$ cat src/rtl/in_trans.sv
`default_nettype none
// ============================================================================
// Module  : in_trans
// Brief   : Host-side IN transaction engine: IN token, DATA0 capture, ACK,
//           bounded retries on NAK/timeout/error. Optional IN_TRANS_SEND_NAK_EN.
// Revision: 1.0 - initial release
// ============================================================================
module in_trans #(
  parameter int TIMEOUT   = 255,
  parameter int MAX_RETRY = 8
) (
  input  logic        clock,
  input  logic        reset_n,
  input  logic        start,
  output logic        sending,
  output logic        done,
  output logic        success,
  output logic        failure,
  output logic [63:0] data_out,
  input  logic        sent,
  output logic        send_IN,
  output logic        send_ACK,
  output logic        send_NAK,
  input  logic        rec_start,
  input  logic        rec_DATA0,
  input  logic        rec_NAK,
  input  logic        rec_error,
  input  logic [63:0] rec_data
);

  localparam logic [7:0] c_timeout   = 8'(TIMEOUT);
  localparam logic [3:0] c_max_retry = 4'(MAX_RETRY);

  typedef enum logic [2:0] {
    IDLE          = 3'd0,
    WAIT_SEND_IN  = 3'd1,
    WAIT_RESPONSE = 3'd2,
    WAIT_SEND_ACK = 3'd3,
    WAIT_SEND_NAK = 3'd4
  } state_t;

  state_t      r_state, w_state_nxt;
  logic [7:0]  r_clk_cnt, w_clk_cnt_nxt;
  logic [3:0]  r_to_cnt, w_to_cnt_nxt, w_to_inc;
  logic [3:0]  r_nak_cnt, w_nak_cnt_nxt, w_nak_inc;
  logic [63:0] r_data_out, w_data_nxt;
  logic        w_finish;

  assign w_to_inc  = r_to_cnt + 4'd1;
  assign w_nak_inc = r_nak_cnt + 4'd1;
  assign data_out  = r_data_out;

  always_comb begin
    w_state_nxt   = r_state;
    w_clk_cnt_nxt = r_clk_cnt;
    w_to_cnt_nxt  = r_to_cnt;
    w_nak_cnt_nxt = r_nak_cnt;
    w_data_nxt    = r_data_out;
    w_finish      = 1'b0;
    sending       = 1'b0;
    done          = 1'b0;
    success       = 1'b0;
    failure       = 1'b0;
    send_IN       = 1'b0;
    send_ACK      = 1'b0;
    send_NAK      = 1'b0;
    // Outputs are held low while reset is asserted, whatever the inputs do.
    if (reset_n) begin
      case (r_state)
        IDLE: begin
          if (start) begin
            send_IN       = 1'b1;
            w_to_cnt_nxt  = 4'd0;
            w_nak_cnt_nxt = 4'd0;
            w_state_nxt   = WAIT_SEND_IN;
          end
        end
        WAIT_SEND_IN: begin
          if (!sent) begin
            sending = 1'b1;
          end else begin
            w_clk_cnt_nxt = 8'd0;
            w_state_nxt   = WAIT_RESPONSE;
          end
        end
        WAIT_RESPONSE: begin
          if (rec_start) begin
            w_clk_cnt_nxt = 8'd0;
          end else if (rec_error) begin
            w_to_cnt_nxt = w_to_inc;
            if (w_to_inc == c_max_retry) begin
              w_finish = 1'b1;
              failure  = 1'b1;
            end else begin
`ifdef IN_TRANS_SEND_NAK_EN
              send_NAK    = 1'b1;
              w_state_nxt = WAIT_SEND_NAK;
`else
              send_IN     = 1'b1;
              w_state_nxt = WAIT_SEND_IN;
`endif
            end
          end else if (rec_DATA0) begin
            w_data_nxt  = rec_data;
            send_ACK    = 1'b1;
            w_state_nxt = WAIT_SEND_ACK;
          end else if (rec_NAK) begin
            w_nak_cnt_nxt = w_nak_inc;
            if (w_nak_inc == c_max_retry) begin
              w_finish = 1'b1;
              failure  = 1'b1;
            end else begin
              send_IN     = 1'b1;
              w_state_nxt = WAIT_SEND_IN;
            end
          end else if (r_clk_cnt == c_timeout) begin
            w_to_cnt_nxt = w_to_inc;
            if (w_to_inc == c_max_retry) begin
              w_finish = 1'b1;
              failure  = 1'b1;
            end else begin
              send_IN     = 1'b1;
              w_state_nxt = WAIT_SEND_IN;
            end
          end else begin
            w_clk_cnt_nxt = r_clk_cnt + 8'd1;
          end
        end
        WAIT_SEND_ACK: begin
          if (!sent) begin
            sending = 1'b1;
          end else begin
            w_finish = 1'b1;
            success  = 1'b1;
          end
        end
        WAIT_SEND_NAK: begin
          if (!sent) begin
            sending = 1'b1;
          end else begin
            w_clk_cnt_nxt = 8'd0;
            w_state_nxt   = WAIT_RESPONSE;
          end
        end
        default: w_state_nxt = IDLE;
      endcase

      // A held start in the done cycle launches the next transaction directly.
      if (w_finish) begin
        done = 1'b1;
        if (start) begin
          send_IN       = 1'b1;
          w_to_cnt_nxt  = 4'd0;
          w_nak_cnt_nxt = 4'd0;
          w_state_nxt   = WAIT_SEND_IN;
        end else begin
          w_state_nxt = IDLE;
        end
      end
    end
  end

  always_ff @(posedge clock or negedge reset_n) begin
    if (!reset_n) begin
      r_state    <= IDLE;
      r_clk_cnt  <= 8'd0;
      r_to_cnt   <= 4'd0;
      r_nak_cnt  <= 4'd0;
      r_data_out <= 64'd0;
    end else begin
      r_state    <= w_state_nxt;
      r_clk_cnt  <= w_clk_cnt_nxt;
      r_to_cnt   <= w_to_cnt_nxt;
      r_nak_cnt  <= w_nak_cnt_nxt;
      r_data_out <= w_data_nxt;
    end
  end

endmodule
`default_nettype wire
$ cat config.mk
export PLATFORM = sky130hd
export DESIGN_NAME = in_trans
export DESIGN_NICKNAME = d
export VERILOG_FILES = /design/src/rtl/in_trans.sv
export SDC_FILE = /design/constraint.sdc
export NUM_CORES = 1
export LEC_CHECK = 0
export CAP_MARGIN = 15
export CORE_MARGIN = 1
export CORE_UTILIZATION = 49
export CTS_CLUSTER_DIAMETER = 200
export CTS_CLUSTER_SIZE = 24
export DETAILED_ROUTE_END_ITERATION = 12
export GPL_ROUTABILITY_DRIVEN = 0
export GPL_TIMING_DRIVEN = 0
export PLACE_DENSITY = 0.95
export SYNTH_ARGS = -nofsm -noshare
export SYNTH_HDL_FRONTEND = slang
export SYNTH_SLANG_ARGS = --single-unit
$ cat constraint.sdc
create_clock -name clock -period 4.9 [get_ports clock]
set_clock_uncertainty 0.1 [all_clocks]
set_input_delay 0.735 -clock clock [delete_from_list [all_inputs] [get_ports clock]]
set_output_delay 0.735 -clock clock [all_outputs]
set_load 0.01 [all_outputs]
# Yosys cells after proc, flatten, opt, wreduce, memory -nomap -nowiden
# Index checks and enable logic that the tools add are counted.
# totals
output_inout_bits	71
reg_bits	83
# op_classes
add_sub_neg	3
n_reduce_logical	7
bitwise	2
eq_ne	18
muxes	72
# op_table
cell	count
$mux 4	15
$mux 8	6
$mux 1	35
$mux 3	10
$ne 3x3->1 const B	6
$pmux 4 s2	2
$pmux 8 s2	1
$reduce_and 7->1	2
$ne 6x6->1 const B	2
$pmux 3 s4	1
$add 4x1->4 const B	2
$add 8x1->8 const B	1
$eq 4x4->1 const B	2
$eq 8x8->1 const B	1
$eq 3x2->1 const B	2
$reduce_and 5->1	1
$pmux 1 s2	2
$eq 3x1->1 const B	1
$eq 3x3->1 const B	1
$logic_not 3->1	1
$ne 3x1->1 const B	1
$reduce_or 3->1	1
$ne 2x1->1 const B	1
$ne 2x2->1 const B	1
other kinds (3)	4

# Depth between registers and ports, before layout
# logic_depth
ltp_word	12
ltp_mapped	9
ltp_nobuf	8

# Worst setup path after synthesis
# No wires, ideal clock.
# synth_path
path_kind	input -> output
startpoint	input port rec_DATA0
endpoint	output port send_IN
arrival_ns	1.880
stages	7
n_path_buf	1
path_slack_ns	2.185
cell_sequence	nor3b_4 nand4_1 o21ai_2 o21a_1 buf_6 o21ai_0 a21oi_1
# synth_via
elab_chain_cells	7
# synth_rtl
item	line	text
from (decl)	25	input logic rec_DATA0,
$mux 1	103	end else if (rec_DATA0) begin
$mux 1	89	end else if (rec_error) begin
$mux 1	87	if (rec_start) begin
$pmux 1 s2	69	case (r_state)
$mux 1, on equally long branches	151, 68	
$mux 1 (*)	149	if (w_finish) begin
$mux 1 (*)	68	if (reset_n) begin
to (decl)	21	output logic send_IN,
# Mark *: on every way between the ends. The rest lies on a longest branch, timed or not. The select of a mux whose other input is x is not followed.

# Worst setup path after layout
# layout_path
startpoint	input port rec_NAK
endpoint	output port send_IN
# layout_via
elab_chain_cells	8
# layout_rtl
item	line	text
from (decl)	26	input logic rec_NAK,
$mux 1	107	end else if (rec_NAK) begin
$mux 1	103	
$mux 1	89	
$mux 1	87	
$pmux 1 s2	69	
$mux 1, on equally long branches	151, 68	
$mux 1 (*)	149	
$mux 1 (*)	68	
# Marked as above.

==> summary.log <==
qor: layout.post_layout_nonfiller_instances 591
qor: worst_setup_path.crit_slowest_cell sky130_fd_sc_hd__clkdlybuf4s50_1
qor: placement.half_perimeter_wire_length_after_placement 7.83 mm
qor: cts.cts-root-buf sky130_fd_sc_hd__clkbuf_8
qor: die.die_w 92.4 um
qor: die.die_height 92.4 um
qor: worst_setup_path.critical-path-max-stage-delay 0.62 ns
qor: drt.ant_nets 0
qor: drt.finalWirelength 10.8 mm
qor: sta.grt_setup_unrepaired no
qor: synth.synth.top_cell.area_share 0.519
qor: flow_run.max_cap_viols 0
qor: synth.async_reset_ff_frac 1.00
qor: worst_setup_path.r2r-end r_clk_cnt[3]
qor: synth.yosys.cell_types.count 60
qor: die.die_area 0.00854 sq mm
qor: drt.drt_pass1_iterations 4
qor: layout.area_growth_syn_to_layout 45.1%
qor: global_routing.overflow 0
qor: synth.yosys-top-cells-area sky130_fd_sc_hd__dfrtp_1, sky130_fd_sc_hd__mux2_1, sky130_fd_sc_hd__mux2_2, sky130_fd_sc_hd__o21ai_0, sky130_fd_sc_hd__a21oi_1
qor: drt.drc 0
qor: synth.postSynthNetCount 409
qor: cts.cts_num_sinks 83
qor: worst_setup_path.crit_path_cell_trace clkdlybuf4s50_1, nor3b_4, nand4_1, o21ai_2, o21a_1, buf_6, o21ai_0, a21oi_1, clkdlybuf4s50_1
qor: worst_setup_path.critical_path.reg2reg.startpoint r_clk_cnt[0]
qor: power.power.total 0.00306 W
qor: sta.setup_viol 0
qor: global_routing.grt_first_pass_wirelength 16.6 mm
qor: placement.port_buffers 140
qor: cts.clock_latency 0.36 ns
qor: sta.final_min_period_over_clock_period 0.830
qor: synth.yosys.cell_count.top_type sky130_fd_sc_hd__dfrtp_1
qor: sta.slew_at_the_pin_with_the_worst_max_slew_slack 0.568 ns
qor: status.outcome complete, no violations
qor: synth.yosysWarnings 0
qor: cts.cts-root-to-sink-buffers 2
qor: power.power.density_cell_area 527 mW/mm^2
qor: worst_setup_path.timing.critical_path.required 4.07 ns
qor: drt.routed-via-count 3336
qor: cts.cts.hold.buffers_added 0
qor: cts.tritoncts_buffers 9
qor: hold_path.min-delay-path-class in -> async
qor: worst_setup_path.most_frequent_cell_on_the_critical_path sky130_fd_sc_hd__clkdlybuf4s50_1
qor: worst_setup_path.timing.critical_path.from_type input pin
qor: synth.synthCells 332
qor: synth.yosys_register_bits 83
qor: layout.drive_above_1_share 0.125
qor: synth.synthesis.area 0.00400 sq mm
qor: worst_setup_path.crit_type in -> out
qor: placement.place_inst 575
qor: die.ios 143
qor: worst_setup_path.worstSetupEndpointType primary output
qor: cts.post-cts-setup-buffer-count 0
qor: synth.synth_largest_area_cell sky130_fd_sc_hd__dfrtp_1
qor: die.floorplan.initialDensity 0.513
qor: cts.cts.repair.resized 0
qor: power.total_leakage_power 2.48 nW
qor: worst_setup_path.worst-endpoint-arrival 3.23 ns
qor: sta.fmax 246 MHz
qor: global_routing.globalRouteTotalUtil 0.255
qor: sta.post-route-min-period 4.06 ns
qor: die.std_cell_rows 32
qor: layout.antenna_cells_inserted 0
qor: global_routing.grt_max_degree 53
qor: die.design.core.area 0.00781 sq mm
qor: power.vdd.ir_drop.worst 0.000239 V
qor: cts.ctsHtreeMaxLevel 3
qor: drt.drt_iter0_drc 224
qor: worst_setup_path.setup.reg_to_reg.worst_slack 2.56 ns
qor: worst_setup_path.critical_path.max_fanout 10
qor: sta.number_of_hold_slack_violations_in_the_final_timing_report 0
qor: synth.avgSynthCellArea 12.1 sq um
qor: layout.nNetsFinal 561
qor: drt.via_per_inst 5.64
qor: cts.tritoncts done
qor: drt.post_drt_wl_per_cell 18.2 um
qor: global_routing.initial_antenna_violation_count 0
qor: synth.synth_commonest_cells sky130_fd_sc_hd__dfrtp_1, sky130_fd_sc_hd__mux2_1, sky130_fd_sc_hd__o21ai_0
qor: sta.relSlewSlack 0.619
qor: global_routing.via_count_of_the_first_global_routing_pass 3375
qor: worst_setup_path.timing.reg2reg.worst_path_depth 8
qor: sta.timing_max_transition_violations_final 0
qor: synth.synth_edf_count 0
qor: synth.synthFlopType sky130_fd_sc_hd__dfrtp_1
qor: synth.ys_seq_area_frac 0.519
qor: cts.clk_pin_slew_worst_paths 0.09 ns
-- report_power, final --
group	switching, W	total [W]	internal (W)
clock	0.000269	0.000617	0.000347
sequential	0.000179	0.00116	0.000978
combinational	0.000534	0.00129	0.000754
total	0.000982	0.00306	0.00208
-- metal layers --
metal	GRT usage	part of all wire
met3	0.0509	0.066
met4	0.121	0.028
met5	0	0
met1	0.296	0.39
met2	0.452	0.52
-- cell usage in the layout, fill, tap and decap left out, types with 2 or more instances in the layout --
cell type / n
sky130_fd_sc_hd__nand2_1: 14
sky130_fd_sc_hd__clkbuf_8: 9
sky130_fd_sc_hd__nor2_1: 15
sky130_fd_sc_hd__o21a_1: 3
sky130_fd_sc_hd__bufinv_16: 3
sky130_fd_sc_hd__nor3_1: 5
sky130_fd_sc_hd__clkbuf_1: 3
sky130_fd_sc_hd__dfrtp_1: 83
sky130_fd_sc_hd__nand2b_1: 9
sky130_fd_sc_hd__nand3b_1: 2
sky130_fd_sc_hd__nor2b_1: 2
sky130_fd_sc_hd__ha_1: 5
sky130_fd_sc_hd__mux2_2: 16
sky130_fd_sc_hd__buf_6: 6
sky130_fd_sc_hd__a211oi_1: 4
sky130_fd_sc_hd__inv_1: 8
sky130_fd_sc_hd__nand3_1: 9
sky130_fd_sc_hd__o211ai_1: 4
sky130_fd_sc_hd__buf_4: 3
sky130_fd_sc_hd__inv_6: 3
sky130_fd_sc_hd__buf_2: 5
sky130_fd_sc_hd__o21ai_0: 19
sky130_fd_sc_hd__and2_1: 4
sky130_fd_sc_hd__or2_2: 4
sky130_fd_sc_hd__and3_1: 3
sky130_fd_sc_hd__mux2_1: 49
sky130_fd_sc_hd__nand4_1: 3
sky130_fd_sc_hd__o31ai_1: 5
sky130_fd_sc_hd__a21oi_1: 14
sky130_fd_sc_hd__clkdlybuf4s50_1: 139
sky130_fd_sc_hd__a31oi_1: 3
-- worst max-delay path by stage --
stage,startpoint,end,cells past startpoint
floorplan,rec_DATA0,send_IN,7
global placement,reset_n,send_ACK,6
detailed placement,rec_NAK,send_IN,9
CTS,rec_NAK,send_IN,9
global route,rec_NAK,send_IN,9
finish,rec_NAK,send_IN,9
-- logic make-up (layout without fill, tap and decap cells) --
logic type                 after synthesis  in the layout  share of synthesized area
xor gates and xnor gates                 2              2                    0.00438
adders and majority gates                5              5                     0.0156
AOI/OAI and AO/OA                       72             72                      0.127
and+or+nand+nor                         80             80                      0.114
DFF                                     83             83                      0.519
other                                    1              1                   0.000937
muxes                                   65             65                      0.183
buffers and inverters                   24            181                     0.0372
-- cell type report --
cell class	instances	area (sq um)
clock buffer	9	124
fill	487	2000
inverter	8	30.0
sequential	83	2080
tap	102	128
buffer	16	119
multi-input combinational	225	1780
timing repair buffer	141	1430
clock inverter	7	128
-- per-stage QoR --
| step | setup slack, ns | util | area [sq um] | hold WS (ns) | setup TNS [ns] |
|---|---|---|---|---|---|
| 2_1_floorplan | 2.19 | - | 4000 | 0.339 | 0 |
| 3_3_place_gp | -2.09 | 0.709 | 5530 | 0.367 | -102.08 |
| 3_5_place_dp | 0.863 | 0.712 | 5560 | 0.373 | 0 |
| 4_1_cts | 0.859 | 0.744 | 5810 | 0.236 | 0 |
| 5_1_grt | 0.700 | 0.744 | 5810 | 0.259 | 0 |
| 6_report | 0.835 | 0.744 | 5810 | 0.234 | 0 |
-- registers in the layout, summed over array words and instances, names as in the netlist --
register,flops
r_clk_cnt,8
r_state,3
data_out,64
r_to_cnt,4
r_nak_cnt,4
-- worst max-delay path, delay by kind of cell --
kind | cells | cell delay, ns
and+or+nand+nor | 2 | 0.49
buffers and inverters | 3 | 1.31
AOI/OAI and AO/OA | 4 | 0.70
No activity file was read; power rests on OpenSTA's default activity.
